## src/rtl/nzr_pkg.sv

```systemverilog
// Shared definitions for the NZR serial-line encoder: qmode encodings,
// default WS2812B timing at 100 MHz, counter width and the high-time lookup.
`timescale 1ns/1ps
package nzr_pkg;

    // Period counter width; bit periods up to 256 clocks fit.
    localparam int unsigned PCNT_W = 8;

    // Default timing in clocks at 100 MHz.
    localparam int unsigned NZR_CLK_PER_BIT = 128;
    localparam int unsigned NZR_T0H         = 40;
    localparam int unsigned NZR_T1H         = 80;

    // Per-bit request encodings from the GRB state machine (2'b11 acts as reset).
    localparam logic [1:0] QM_ZERO  = 2'b00;
    localparam logic [1:0] QM_ONE   = 2'b01;
    localparam logic [1:0] QM_RESET = 2'b10;

    typedef enum logic {
        ST_IDLE   = 1'b0,
        ST_ACTIVE = 1'b1
    } nzr_state_e;

    // High time for a bit request; reset/illegal requests produce no high time.
    function automatic logic [PCNT_W-1:0] high_time(
        input logic [1:0]        qm,
        input logic [PCNT_W-1:0] t0h,
        input logic [PCNT_W-1:0] t1h
    );
        logic [PCNT_W-1:0] th;
        case (qm)
            QM_ZERO: th = t0h;
            QM_ONE:  th = t1h;
            default: th = {PCNT_W{1'b0}};
        endcase
        return th;
    endfunction

endpackage

```

## src/rtl/nzr_period_counter.sv

```systemverilog
// Wrapping bit-period counter 0..CLK_PER_BIT-1 with synchronous clear and
// enable. tc flags the last clock of the period.
`timescale 1ns/1ps
module nzr_period_counter
    import nzr_pkg::*;
#(
    parameter int unsigned CLK_PER_BIT = NZR_CLK_PER_BIT
) (
    input  logic              clk,
    input  logic              reset,
    input  logic              clr,
    input  logic              en,
    output logic [PCNT_W-1:0] pcnt,
    output logic              tc
);

    localparam logic [PCNT_W-1:0] LAST_CNT = PCNT_W'(CLK_PER_BIT - 1);
    localparam logic [PCNT_W-1:0] CNT_ONE  = {{(PCNT_W-1){1'b0}}, 1'b1};

    logic [PCNT_W-1:0] pcnt_r;

    assign pcnt = pcnt_r;
    assign tc   = (pcnt_r == LAST_CNT);

    // Period counter: clear has priority, otherwise count and wrap at the last clock.
    always_ff @(posedge clk or negedge reset) begin
        if (!reset) begin
            pcnt_r <= {PCNT_W{1'b0}};
        end else if (clr) begin
            pcnt_r <= {PCNT_W{1'b0}};
        end else if (en) begin
            if (tc) begin
                pcnt_r <= {PCNT_W{1'b0}};
            end else begin
                pcnt_r <= pcnt_r + CNT_ONE;
            end
        end else begin
            pcnt_r <= pcnt_r;
        end
    end

endmodule

```

## src/rtl/nzr_waveform_gen.sv

```systemverilog
// NZR waveform generator for a WS2812B chain. Turns the per-bit qmode request
// into a fixed-period high/low pulse and returns bdone in the last clock of
// each bit period. Legal timing: 0 < T0H < T1H < CLK_PER_BIT <= 256.
`timescale 1ns/1ps
module nzr_waveform_gen
    import nzr_pkg::*;
#(
    parameter int unsigned CLK_PER_BIT = NZR_CLK_PER_BIT,
    parameter int unsigned T0H         = NZR_T0H,
    parameter int unsigned T1H         = NZR_T1H
) (
    input  logic       clk,
    input  logic       reset,
    input  logic       StartCoding,
    input  logic [1:0] qmode,
    output logic       bdone,
    output logic       dout,
    output logic       busy
);

    localparam logic [PCNT_W-1:0] T0H_C = PCNT_W'(T0H);
    localparam logic [PCNT_W-1:0] T1H_C = PCNT_W'(T1H);

    nzr_state_e        state_r;
    nzr_state_e        state_next_s;
    logic [1:0]        mode_q_r;
    logic              dout_r;
    logic              dout_next_s;
    logic [PCNT_W-1:0] thigh_s;
    logic [PCNT_W-1:0] pcnt_s;
    logic              tc_s;
    logic              cnt_clr_s;
    logic              active_s;
    logic              at_zero_s;

    assign active_s  = (state_r == ST_ACTIVE);
    assign at_zero_s = (pcnt_s == {PCNT_W{1'b0}});

    nzr_period_counter #(
        .CLK_PER_BIT (CLK_PER_BIT)
    ) u_pcnt (
        .clk   (clk),
        .reset (reset),
        .clr   (cnt_clr_s),
        .en    (active_s),
        .pcnt  (pcnt_s),
        .tc    (tc_s)
    );

    // Next state: start/restart enters ACTIVE; a reset request at pcnt 0 ends the frame.
    always_comb begin
        state_next_s = state_r;
        case (state_r)
            ST_IDLE: begin
                if (StartCoding) begin
                    state_next_s = ST_ACTIVE;
                end else begin
                    state_next_s = ST_IDLE;
                end
            end
            ST_ACTIVE: begin
                if (StartCoding) begin
                    state_next_s = ST_ACTIVE;
                end else if (at_zero_s && qmode[1]) begin
                    state_next_s = ST_IDLE;
                end else begin
                    state_next_s = ST_ACTIVE;
                end
            end
            default: state_next_s = ST_IDLE;
        endcase
    end

    // Counter clear, high-time select and waveform compare.
    always_comb begin
        cnt_clr_s   = StartCoding || (state_next_s == ST_IDLE);
        thigh_s     = {PCNT_W{1'b0}};
        dout_next_s = 1'b0;
        // At pcnt 0 mode_q is not yet loaded, so the live request sets the high time.
        if (at_zero_s) begin
            thigh_s = high_time(qmode, T0H_C, T1H_C);
        end else begin
            thigh_s = high_time(mode_q_r, T0H_C, T1H_C);
        end
        // A restart forces one low clock so the truncated bit ends with a clean edge.
        if (active_s && !StartCoding) begin
            dout_next_s = (pcnt_s < thigh_s);
        end else begin
            dout_next_s = 1'b0;
        end
    end

    // State register.
    always_ff @(posedge clk or negedge reset) begin
        if (!reset) begin
            state_r <= ST_IDLE;
        end else begin
            state_r <= state_next_s;
        end
    end

    // Capture the data-bit request at the start of each bit period.
    always_ff @(posedge clk or negedge reset) begin
        if (!reset) begin
            mode_q_r <= QM_ZERO;
        end else if (active_s && at_zero_s && !qmode[1]) begin
            mode_q_r <= qmode;
        end else begin
            mode_q_r <= mode_q_r;
        end
    end

    // Output register for the serial line.
    always_ff @(posedge clk or negedge reset) begin
        if (!reset) begin
            dout_r <= 1'b0;
        end else begin
            dout_r <= dout_next_s;
        end
    end

    assign dout  = dout_r;
    assign busy  = active_s;
    assign bdone = active_s && tc_s;

endmodule

```

## config.mk

```make
export PLATFORM = sky130hd
export DESIGN_NAME = nzr_waveform_gen
export DESIGN_NICKNAME = d
export VERILOG_FILES = /design/src/rtl/nzr_pkg.sv /design/src/rtl/nzr_period_counter.sv /design/src/rtl/nzr_waveform_gen.sv
export SDC_FILE = /design/constraint.sdc
export NUM_CORES = 1
export LEC_CHECK = 0
export CELL_PAD_IN_SITES_DETAIL_PLACEMENT = 1
export CELL_PAD_IN_SITES_GLOBAL_PLACEMENT = 1
export CORE_MARGIN = 2
export CORE_UTILIZATION = 25
export CTS_BUF_LIST = sky130_fd_sc_hd__clkbuf_8
export CTS_CLUSTER_SIZE = 16
export DETAILED_ROUTE_END_ITERATION = 12
export HOLD_SLACK_MARGIN = 0.06
export PLACE_DENSITY_LB_ADDON = 0.1
export SLEW_MARGIN = 20
export SYNTH_ARGS = -nofsm -noshare
export SYNTH_HDL_FRONTEND = slang
export SYNTH_SLANG_ARGS = --single-unit
export TNS_END_PERCENT = 50
```

## constraint.sdc

```tcl
create_clock -name clk -period 4.5 [get_ports clk]
set_input_delay 0.45 -clock clk [delete_from_list [all_inputs] [get_ports clk]]
set_output_delay 0.45 -clock clk [all_outputs]
set_load 0.02 [all_outputs]
```

==> results.ini <==
[sta]
setup_tns_after_final_layout_ns=0
maxSlewViolCount=0
worst_slack_ns=1.87
finalCriticalPeriod_ns=2.63
report.final.setup_viol=0
rsz0062_at_grt=false
final_hold_viol_count=0
clock.fmax_ghz=0.380
skew_ns=0.00230
relSlewSlack_pct=60.0
worst_pin_slew_ns=0.599
min_period_over_period_pct=58.5

[synthesis]
synth.area.mux_share_pct=4.37
main_combinational_cell_family_by_area_after_synthesis=simple AND/OR/NAND/NOR gates
adder_and_majority_gate_portion_of_the_synthesized_area_pct=8.74
netlist_area_sq_um=716
synth-xor-area-share_pct=6.12
ys_warn_count=0
asyncSetResetFlopFracSynth_pct=100
synth_seq_area_share_pct=42.0
synth_area_per_cell_sq_um=10.5
synth_nets=78
number_of_synthesized_flops_with_an_enable_pin=0
yosys.cell_types.count=26
syn_inst=68
synth_compound_gate_area_share_pct=9.44
synth_ff_type=sky130_fd_sc_hd__dfrtp_1
post_synth_and_or_nand_nor_area_fraction_pct=26.2
yosys_register_bits=12

[min_path]
hold_class=register to register
timing.hold.worst_endpoint=u_pcnt.pcnt[0]$_DFFE_PN0P_
min_from=u_pcnt.pcnt[0]$_DFFE_PN0P_
hold_depth=1

[die]
die_height_um=57.5
design.die.area_sq_um=3310
rows=19
design.portCount=8
floorplan.die.width_um=57.5
floorplan.core_area_sq_um=2730
initial_utilization_pct=26.2

[detailed_routing]
post_drt_wl_per_cell_um=14.2
detailedRoute.firstIterationViolations=5
antenna_left=0
detailedRoute.firstPassIterationCount=4
via_count=541
drc=0
routed_via_density=4.92
totalWireLength_um=1560

[setup_path]
reg2regPathDepth=11
start_kind=register
internal_reg_to_reg_setup_slack_ns=2.07
worst-endpoint-arrival_ns=2.18
criticalPathCategory=register to output pin
timing.critical_path.required_ns=4.05
critPathMaxFanout=5
worst_r2r_startpoint=u_pcnt.pcnt[0]$_DFFE_PN0P_
timing.rr.end=dout$_DFF_PN0_
worst_setup_end_kind=output pin

[final_layout]
synth_to_final_area_change_pct=22.9
post_route_cells_drive_above_1_share_pct=16.5
filler_cell_count=317
post_layout_nonfiller_instances=110
most_used_cells_in_the_layout_excluding_fill_and_tap_cells=sky130_fd_sc_hd__dfrtp_1 (12), sky130_fd_sc_hd__nor2_1 (7), sky130_fd_sc_hd__clkdlybuf4s50_1 (7)
nets=90
mostFrequentLayoutCell=sky130_fd_sc_hd__dfrtp_1
diodes=0

[status]
run_status=finished, final reports clean

[power_and_ir_drop]
pwr-share-seq_pct=41.9
cell_internal_pwr_uw=214
power.switching_uw=71.0
sw_frac_of_total_pct=24.9
pwr_density_cell_nw_per_um2=324
power.total_uw=285
vdd_drop_max_uv=181
power_frac_comb_pct=16.4
power.leakage_uw=0.000412
clkPwrFrac_pct=41.7

[placement]
hpwl_um=1210
placedCellCount=106
place_ws_ns=2.04
io_buffers=7
finalWeightedCongestion=0.759

[job]
drv_cap=0

[global_routing]
maximum_number_of_pins_on_one_net_before_global_route_repair=13
grt_use_total_pct=12.0
number_of_antenna_violations_at_the_first_check_in_global_routing=0
first_global_vias=603
grt_first_pass_wirelength_um=2960
global_route.overflow_total=0

[clock_tree]
clock_tree_from_tritoncts=built
cts_resized=0
tritoncts_num_sinks=12
clkLatencyLatePin_ns=0.24
cts_inserted_buffers=3
cts_buffer_depth=2
cts.root.buffer_cell=sky130_fd_sc_hd__clkbuf_8
worst_setup_hold_path_clk_slew_ns=0.06
cts_setup_buffers=0
cts-hold-fix-buffers=0
cts_h_tree_depth=1

==> cells in the mapped netlist, types with 2 or more instances <==
cell	instances	area, sq um
sky130_fd_sc_hd__ha_1	5	62.6
sky130_fd_sc_hd__nor2_2	4	25.0
sky130_fd_sc_hd__inv_1	6	22.5
sky130_fd_sc_hd__a31oi_1	2	12.5
sky130_fd_sc_hd__nand3_1	2	10.0
sky130_fd_sc_hd__xnor2_1	4	35.0
sky130_fd_sc_hd__nand2_1	3	11.3
sky130_fd_sc_hd__mux2i_1	2	20.0
sky130_fd_sc_hd__and3_1	5	31.3
sky130_fd_sc_hd__nor2_1	7	26.3
sky130_fd_sc_hd__a21o_1	2	15.0
sky130_fd_sc_hd__dfrtp_1	12	300
==> area by class of cell <==
class | instances | area [sq um] | area share (%)
Timing Repair Buffer | 7 | 70.1 | 7.97
Tap cell | 31 | 38.8 | 4.41
Sequential cell | 12 | 300 | 34.1
Inverter | 6 | 22.5 | 2.56
Clock buffer | 4 | 55.1 | 6.26
Multi-Input combinational cell | 50 | 393 | 44.7
==> kinds of logic (layout without fill, tap and decap cells) <==
family	Yosys count	after routing
AOI/OAI and AO/OA	8	8
and+or+nand+nor	29	29
buffers and inverters	6	17
muxes	3	3
DFF	12	12
xor gates and xnor gates	5	5
adders and majority gates	5	5
==> layer usage <==
layer | up-vias | part of all wire [%] | GRT usage (%) | wire length, um
met1 | 270 | 48 | 16.3 | 756
met5 | - | 0 | 0 | 0
li1 | 261 | - | - | -
met2 | 5 | 47 | 17.9 | 737
met3 | 5 | 1.9 | 2.72 | 29
met4 | 0 | 2.2 | 5.98 | 35
==> power by group through the flow <==
stage	clock (uW)	combinational, uW	sequential, uW
after floorplan	0	27.1	123
after global placement	0	47.6	121
after detailed placement	0	47.9	121
after CTS	124	48.2	120
after global routing	130	53.9	121
final	119	46.8	120
==> worst max path at each step <==
stage	start	to	slack [ns]	cells past startpoint
floorplan	u_pcnt.pcnt[0]$_DFFE_PN0P_	dout$_DFF_PN0_	2.38	11
detailed placement	qmode[1]	dout$_DFF_PN0_	2.04	9
finish	u_pcnt.pcnt[0]$_DFFE_PN0P_	bdone	1.87	5
CTS	u_pcnt.pcnt[0]$_DFFE_PN0P_	bdone	1.86	5
global route	u_pcnt.pcnt[0]$_DFFE_PN0P_	bdone	1.73	5
global placement	qmode[1]	dout$_DFF_PN0_	2.09	9
==> state kept, by name (all words and copies together), names as in the netlist <==
name and flops:
u_pcnt.pcnt 8, dout 1, mode_q_r 2, busy 1
==> worst max-delay path, stage by stage, from the launching register on <==
cell and delay (ns):
sky130_fd_sc_hd__dfrtp_1 0.43, sky130_fd_sc_hd__ha_1 0.20, sky130_fd_sc_hd__and3_1 0.22, sky130_fd_sc_hd__and3_1 0.25, sky130_fd_sc_hd__and4_2 0.24, sky130_fd_sc_hd__clkdlybuf4s50_1 0.59
==> stage by stage <==
step	instance area, sq um	hold WS (ns)	utilization, %
global placement	825	0.504	30.2
floorplan	716	0.154	-
detailed placement	825	0.509	30.2
finish	880	0.522	32.2
CTS	880	0.517	32.2
global route	880	0.550	32.2
Power figures use the tool's default switching activity.
